## src/rtl/tt_rebot_alu_sequencer.sv

```systemverilog
// tt_rebot_alu_sequencer
//   Byte-serial command front end for the lingret ALU. Collects a three-byte
//   command (instruction, operand A, operand B) from a valid/ready byte
//   stream, holds it on the ALU ports, waits ALU_LAT cycles, then captures the
//   ALU result and offers it with zero/error flags on a valid/ready output.
// Ports
//   clk, rst                 clock (rising edge), asynchronous active-high reset
//   i_in_data/i_in_valid     command byte stream in
//   o_in_ready               sequencer accepts a byte this cycle
//   i_abort                  synchronous command abort
//   o_alu_instr/o_alu_a/b    command held on the ALU inputs
//   i_alu_result             combinational ALU output
//   o_res_data/zero/err      captured result and flags
//   o_res_valid/i_res_ready  result handshake
//   o_cmd_count              completed result handshakes (wraps at 256)
module tt_rebot_alu_sequencer #(
  parameter int DATA_W  = 8,
  parameter int ALU_LAT = 1
) (
  input  logic              clk,
  input  logic              rst,
  input  logic [DATA_W-1:0] i_in_data,
  input  logic              i_in_valid,
  output logic              o_in_ready,
  input  logic              i_abort,
  output logic [DATA_W-1:0] o_alu_instr,
  output logic [DATA_W-1:0] o_alu_a,
  output logic [DATA_W-1:0] o_alu_b,
  input  logic [DATA_W-1:0] i_alu_result,
  output logic [DATA_W-1:0] o_res_data,
  output logic              o_res_zero,
  output logic              o_res_err,
  output logic              o_res_valid,
  input  logic              i_res_ready,
  output logic [7:0]        o_cmd_count
);

  localparam logic [3:0] LAT_LOAD = 4'(ALU_LAT);

  typedef enum logic [2:0] {
    GET_OP = 3'd0,
    GET_A  = 3'd1,
    GET_B  = 3'd2,
    EXEC   = 3'd3,
    RESULT = 3'd4
  } state_t;

  state_t     state_reg, state_next;
  logic       ready_en_reg;   // keeps o_in_ready low until the first edge after reset
  logic [3:0] wait_cnt_reg;
  logic       in_fire, res_fire, bad_op, last_wait;

  assign o_in_ready = ready_en_reg &&
                      ((state_reg == GET_OP) || (state_reg == GET_A) || (state_reg == GET_B));
  // An abort drops whatever byte is offered in the same cycle.
  assign in_fire    = i_in_valid && o_in_ready && !i_abort;
  // A handshake still counts when it coincides with an abort.
  assign res_fire   = o_res_valid && i_res_ready;
  // Opcodes 110 and 111 are reported as errors without consulting the ALU.
  assign bad_op     = (o_alu_instr[2:1] == 2'b11);
  assign last_wait  = (state_reg == EXEC) && (wait_cnt_reg == 4'd1);

  always_ff @(posedge clk or posedge rst) begin
    if (rst) begin
      state_reg <= GET_OP;
    end else begin
      state_reg <= state_next;
    end
  end

  always_comb begin
    state_next = state_reg;
    if (i_abort) begin
      state_next = GET_OP;
    end else begin
      case (state_reg)
        GET_OP: if (in_fire) state_next = GET_A;
        GET_A:  if (in_fire) state_next = GET_B;
        GET_B:  if (in_fire) state_next = bad_op ? RESULT : EXEC;
        EXEC:   if (last_wait) state_next = RESULT;
        RESULT: if (res_fire) state_next = GET_OP;
        default: state_next = GET_OP;
      endcase
    end
  end

  always_ff @(posedge clk or posedge rst) begin
    if (rst) begin
      ready_en_reg <= 1'b0;
      wait_cnt_reg <= 4'd0;
      o_alu_instr  <= '0;
      o_alu_a      <= '0;
      o_alu_b      <= '0;
      o_res_data   <= '0;
      o_res_zero   <= 1'b0;
      o_res_err    <= 1'b0;
      o_res_valid  <= 1'b0;
      o_cmd_count  <= 8'd0;
    end else begin
      ready_en_reg <= 1'b1;

      if (in_fire) begin
        case (state_reg)
          GET_OP: o_alu_instr <= i_in_data;
          GET_A:  o_alu_a     <= i_in_data;
          GET_B: begin
            o_alu_b <= i_in_data;
            if (bad_op) begin
              // Unsupported opcode: report immediately, the ALU is never consulted.
              o_res_data  <= '0;
              o_res_zero  <= 1'b1;
              o_res_err   <= 1'b1;
              o_res_valid <= 1'b1;
            end else begin
              wait_cnt_reg <= LAT_LOAD;
            end
          end
          default: ;
        endcase
      end

      // The edge that takes the counter from 1 to 0 is the sample edge.
      if ((state_reg == EXEC) && !i_abort) begin
        wait_cnt_reg <= wait_cnt_reg - 4'd1;
        if (last_wait) begin
          o_res_data  <= i_alu_result;
          o_res_zero  <= (i_alu_result == '0);
          o_res_err   <= 1'b0;
          o_res_valid <= 1'b1;
        end
      end

      if (res_fire) begin
        o_res_valid <= 1'b0;
        o_cmd_count <= o_cmd_count + 8'd1;
      end

      if (i_abort) begin
        o_res_valid <= 1'b0;
      end
    end
  end

endmodule

```

## config.mk

```make
export PLATFORM = sky130hd
export DESIGN_NAME = tt_rebot_alu_sequencer
export DESIGN_NICKNAME = d
export VERILOG_FILES = /design/src/rtl/tt_rebot_alu_sequencer.sv
export SDC_FILE = /design/constraint.sdc
export NUM_CORES = 1
export LEC_CHECK = 0
export ABC_AREA = 1
export CORE_MARGIN = 4
export CORE_UTILIZATION = 40
export CTS_CLUSTER_SIZE = 40
export DETAILED_ROUTE_END_ITERATION = 12
export PLACE_DENSITY = 0.69
export RECOVER_POWER = 100
export SLEW_MARGIN = 20
export SYNTH_ARGS = -nofsm -noshare
export SYNTH_HDL_FRONTEND = slang
export SYNTH_SLANG_ARGS = --single-unit
```

## constraint.sdc

```tcl
create_clock -name clk -period 2.7 [get_ports clk]
set_input_delay 0.675 -clock clk [delete_from_list [all_inputs] [get_ports clk]]
set_output_delay 0.675 -clock clk [all_outputs]
set_load 0.05 [all_outputs]
```

==> results of run 1 <==
-- area by class of cell --
class,count,area [sq um]
multi-input cells,172,829.5
fillers,553,2506
clock inverters,1,7.507
inverters,29,108.9
flip-flops and latches,51,1276
clock buffers,7,96.34
well taps,72,90.09
repair buffers,68,659.4
-- layout by cell type (no fill, tap or decap), drive strengths merged --
cell and count:
and2 1, dlygate4sd3 47, o21ai 27, conb 1
nand2 74, mux2 1, buf 1, clkinvlp 1
nand3 22, a21oi 4, clkdlybuf4s50 17, xor2 6
or2 1, clkbuf 10, nand4 5, nor3 3
inv 29, ha 3, dfrtp 51, nand3b 1
nor2 23
-- synthesized netlist by cell type (all sizes together) --
master | number | share of area
dfrtp | 51 | 0.55
a21oi | 4 | 0.010
nand3 | 22 | 0.047
nand4 | 5 | 0.020
nand2 | 74 | 0.13
ha | 3 | 0.016
or2 | 1 | 0.0027
conb | 1 | 0.0016
o21ai | 27 | 0.069
and2 | 1 | 0.0032
nor3 | 3 | 0.0064
mux2 | 1 | 0.0048
buf | 5 | 0.023
nor2 | 23 | 0.048
inv | 29 | 0.047
nand3b | 1 | 0.0032
xor2 | 6 | 0.023
-- report_power, final --
part	internal, mW	switching, mW	total, mW
combinational	0.511	1.21	1.72
clock	0.233	0.249	0.482
sequential	1.03	0.182	1.21
total	1.77	1.64	3.42
-- final timing paths --
kind / endpoint / slack, ns / cells after the start
max reg2reg: o_alu_a[4]$_DFFE_PP0P_ / 0.89 / 6
min reg2reg: o_alu_b[5]$_DFFE_PP0P_ / 0.49 / 2
min in group asynchronous: o_alu_a[4]$_DFFE_PP0P_ / 0.92 / 2
max: o_in_ready / 0.19 / 4
min: o_alu_b[5]$_DFFE_PP0P_ / 0.49 / 2
max in group asynchronous: wait_cnt_reg[0]$_DFFE_PP0P_ / 0.55 / 3
-- routing by layer --
metal | GRT usage | up-vias
li1 | - | 952
met5 | 0 | -
met1 | 0.1974 | 880
met2 | 0.2604 | 48
met3 | 0.04514 | 9
met4 | 0.05263 | 0
-- through the flow --
| stage | total power, mW | hold slack, ns |
|---|---|---|
| floorplan | 2.467 | 0.4771 |
| global placement | 3.063 | 0.4647 |
| detailed placement | 3.095 | 0.4749 |
| CTS | 3.585 | 0.5004 |
| global route | 3.633 | 0.5209 |
| finish | 3.417 | 0.4902 |
-- worst register-to-register path, stage by stage (launching register included) --
cell and delay [ns]:
dfrtp_1 0.46, nand2_2 0.16, nand4_1 0.20, nor2_1 0.24, nand2_1 0.36, nand2_1 0.16
o21ai_0 0.10
-- logic make-up after synthesis --
logic type               share of synthesized area
AND/OR/NAND/NOR                             0.2575
adder cells (fa/ha/maj)                    0.01613
AO/OA/AOI/OAI                              0.07957
flip-flops                                  0.5484
XOR/XNOR                                   0.02258
other                                     0.001611
buffers and inverters                      0.06936
multiplexers                              0.004838
==> results.yml, run 1 <==
worst_hold_path:
  hold_start: "o_alu_b[5]$_DFFE_PP0P_"
  hold_path.class: "flop to flop"
placed_design:
  numPortBuffers: 64
  placed_cells: 392
  dpl_cell_area_sq_um: 3035
  gp_congestion: 0.8265
  pre_cts_ws_ns: 0.2705
  dp_hpwl_um: 3824
critical_path:
  path_buf_inv: 2
  path_cells: "nand2_2, nand3_1, inv_1, clkdlybuf4s50_1"
  crit_required_ns: 2.03
  start_kind: "flop"
  r2r-start: "state_reg[1]$_DFFE_PP0P_"
  max_stage_delay_ns: 0.79
  arrival_ns: 1.84
  worst_path_max_delay_cell: "clkdlybuf4s50_1"
  critical_path_peak_fanout: 7
  path_delay_family: "buffers and inverters"
  setup.worst_path.start: "state_reg[1]$_DFFE_PP0P_"
  worstSetupPathType: "flop to primary output"
  end_kind: "primary output"
cells_and_area:
  final_area_sq_um: 3068
  final_layout_size_suffix_gt1_frac: 0.05793
  area_growth_pct: 31.83
  final_nets: 351
  post-route-util: 0.5504
  antennaDiodeCount: 0
  final_cells: 400
clock_network:
  cts_sinks: 51
  cts_setup_buffers: 0
  clock_latency_ns: 0.30
  cts_buffers: 5
  ctsHoldBuffers: 0
  cts.clk_slew.worst_paths_ns: 0.09
  tritoncts: "yes"
  h-tree-depth: 2
  clk_path_buf_depth: 2
  cts_root_buffer: "clkbuf_8"
  ctsResizeCount: 0
timing:
  period_minus_slack_ns: 2.514
  relSlewSlack: 0.4043
  period_share: 0.9312
  worstMarginPinSlew_ns: 0.8935
  rsz0062_at_grt: "false"
  fin_worst_skew_ns: 0.008890
  hold_viol_final: 0
  finalSetupTns_ns: 0
  setup_viol: 0
  drv_slew: 0
  fmax_mhz: 397.7
  finalWorstSetupSlack_ns: 0.1858
flow_run:
  max_cap_viol_count: 0
global_routing:
  grt_pass1_wl_um: 9032
  antenna_found_initial: 0
  grt_pass1_vias: 1938
  grt.total_usage: 0.1572
  grt_start_max_net_pins: 20
  grt-ovfl-total: 0
power:
  power_leakage_nw: 1.591
  irDropWorstVdd_mv: 0.6798
  powerDensity_nw_per_um2: 1114
routing:
  firstDrtPassIters: 4
  wirelength_met1_um: 2409
  dr_wl_met2_um: 2345
  wl_um: 5123
  via_per_inst: 4.723
  drtAntennaViolNets: 0
  highest_layer: "met4"
  met3RoutedLength_um: 279
  wl_per_cell_um: 12.81
  first_iter_violations: 79
  vias: 1889
  drc_errors: 0
floorplan:
  chipHeight_um: 84.28
  io_pins: 65
  die-area_sq_um: 7102
  fp.dieW_um: 84.28
  rows: 27
  start_util: 0.4175
  core_area_sq_um: 5574
logic_synthesis:
  synth_area_sq_um: 2327
  synth-seq-cells: 51
  avgSynthCellArea_sq_um: 9.055
  synthCells: 257
  synth.distinct_cells: 27
  yosysSeqAreaShare: 0.5484
  ys.warnings.count: 0
  synth_nets: 281
run_status:
  status: "completed"
(Power assumes the default switching activity.)
==> run 2, diff against run 1 <==
- ABC_AREA: 1 -> unset
- PLACE_DENSITY: 0.69 -> 0.7
==> run 2 against run 1 <==
Effect of this change:
- register-to-register slack worse by 0.14 ns
- largest power group is now sequential cells
- final cell count fell by 24%
- total power fell by 42%
- highest routed layer unchanged
- sequential power fell by 24%
- worst setup slack improved by 0.16 ns
- clock power decreased by 6.6%
- clock skew is 0.0053 ns lower
==> results.yml, run 2 <==
run_status:
  status: "completed"
logic_synthesis:
  synth_compound_area_frac: 0.07399
  synth_area_sq_um: 2131
  yosys.area.top_type: "dfrtp_1"
  synth-adder-area-share: 0.01762
  synth.distinct_cells: 32
  synth_ff_type: "dfrtp_1"
  yosysMostFrequentCell: "dfrtp_1"
  async_reset_ff_frac: 1.000
  synth_nets: 187
  synthCells: 163
  ys.warnings.count: 0
  yosysSeqAreaShare: 0.5989
  avgSynthCellArea_sq_um: 13.07
  synth_simple_gate_area_frac: 0.1216
  synth_common_cells: "dfrtp_1, mux2_2, nand2_1, a22o_1, nor2_1"
  synth_area_leaders: "dfrtp_1, mux2_2, a22o_1"
  synth-seq-cells: 51
  synth_top_family_by_area: "multiplexers"
  synthMuxAreaShare: 0.1321
  synth_top_cell_area_share: 0.5989
  synth_edf_count: 0
  synth_xor_area_frac: 0.03699
floorplan:
  io_pins: 65
  start_util: 0.4146
  fp.dieW_um: 80.99
  die-area_sq_um: 6559
  core_area_sq_um: 5140
  rows: 26
  chipHeight_um: 80.99
critical_path:
  arrival_ns: 1.68
  critical_path_peak_fanout: 13
  start_kind: "flop"
  reg2reg_slack_ns: 0.75
  end_kind: "primary output"
  worstSetupPathType: "flop to primary output"
  crit_required_ns: 2.03
placed_design:
  dp_hpwl_um: 3182
  gp_congestion: 0.8083
  dpl_cell_area_sq_um: 2858
  placed_cells: 297
  numPortBuffers: 64
cells_and_area:
  final_area_sq_um: 2927
  final_layout_size_suffix_gt1_frac: 0.1532
  layout_commonest_cell: "dfrtp_1"
  final_cells: 305
  final_cell_mix: "dfrtp_1, dlygate4sd3_1, mux2_2, clkdlybuf4s50_1, nand2_1"
  antennaDiodeCount: 0
  area_growth_pct: 37.35
  final_nets: 258
timing:
  relSlewSlack: 0.2011
  rsz0062_at_grt: "false"
  setup_viol: 0
  worstMarginPinSlew_ns: 1.198
  whs_ns: 0.4638
  finalSetupTns_ns: 0
  period_share: 0.8716
  drv_slew: 0
  period_minus_slack_ns: 2.353
  hold_viol_final: 0
  fin_worst_skew_ns: 0.003628
  fmax_mhz: 424.9
power:
  powerDensity_nw_per_um2: 681.3
  power_leakage_nw: 1.388
  irDropWorstVdd_mv: 0.4148
global_routing:
  grt.total_usage: 0.1527
  antenna_found_initial: 0
  grt-ovfl-total: 0
  grt_pass1_wl_um: 7679
  grt_pass1_vias: 1607
  grt_start_max_net_pins: 52
routing:
  vias: 1480
  via_per_inst: 4.852
  firstDrtPassIters: 4
  wl_um: 4325
  drtAntennaViolNets: 0
  drc_errors: 0
  first_iter_violations: 84
  wl_per_cell_um: 14.18
clock_network:
  cts.clk_slew.worst_paths_ns: 0.09
  clk_path_buf_depth: 2
  cts_buffers: 5
  ctsResizeCount: 0
  cts_setup_buffers: 0
  h-tree-depth: 2
  cts_root_buffer: "clkbuf_8"
  clock_latency_ns: 0.30
  tritoncts: "yes"
  ctsHoldBuffers: 0
  cts_sinks: 51
flow_run:
  max_cap_viol_count: 0
worst_hold_path:
  hold_path.class: "flop to flop"
## run 2: worst paths after layout
check | startpoint | end | cells past startpoint
worst max register to register | state_reg[0]$_DFFE_PP0P_ | o_alu_b[3]$_DFFE_PP0P_ | 4
worst min register to register | o_cmd_count[7]$_DFFE_PP0P_ | o_cmd_count[7]$_DFFE_PP0P_ | 1
worst min-delay path | o_cmd_count[7]$_DFFE_PP0P_ | o_cmd_count[7]$_DFFE_PP0P_ | 1
worst max-delay path | state_reg[1]$_DFFE_PP0P_ | o_in_ready | 2
max in group asynchronous | rst | o_res_data[0]$_DFF_PP0_ | 3
min in group asynchronous | rst | o_alu_a[3]$_DFFE_PP0P_ | 3
## run 2: where the power goes
part	internal [mW]	switching [mW]	total, mW	leakage, nW
registers	0.857	0.0639	0.921	0.677
logic	0.218	0.405	0.623	0.663
clock network	0.210	0.240	0.450	0.0484
total	1.29	0.709	1.99	1.39
## run 2: cells by family (layout without fill, tap and decap cells)
| kind of cell | after synthesis | after routing |
|---|---|---|
| flops | 51 | 51 |
| buf+inv | 7 | 79 |
| mux | 25 | 25 |
| other cells | 1 | 1 |
| simple gates | 45 | 45 |
| fa+ha+maj | 3 | 3 |
| xor+xnor | 9 | 9 |
| compound gates | 22 | 22 |
## run 2: area by class of cell
class	count	area, sq um
fill	457	2213
sequential	51	1276
multi-input combinational	105	802.0
timing repair buffer	67	650.6
tap	70	87.58
clock buffer	7	86.33
inverter	4	15.01
clock inverter	1	8.758
## run 2: metrics by stage
stage | setup slack [ns] | utilization | power (mW)
after floorplan | 0.2153 | - | 1.364
after global placement | 0.3305 | 0.5560 | 1.599
after detailed placement | 0.2959 | 0.5560 | 1.604
after CTS | 0.3999 | 0.5745 | 2.062
after global routing | 0.2481 | 0.5694 | 2.103
final | 0.3466 | 0.5694 | 1.994
## run 2: layer usage
layer | track usage | wire length [um]
met1 | 0.2010 | 1929
met2 | 0.2365 | 2020
met3 | 0.05432 | 329
met4 | 0.04730 | 46
met5 | 0 | 0
## run 2: critical path, stage by stage, from the launching register on
cell and delay [ns]:
dfrtp_1 0.54, a211oi_1 0.34, clkbuf_1 0.50
==> run 3, diff against run 2 <==
- ABC_CLOCK_PERIOD_IN_PS: unset -> 2700
==> results of run 3 <==
The final DEF is identical to that of run 2; final timing and power are the same.
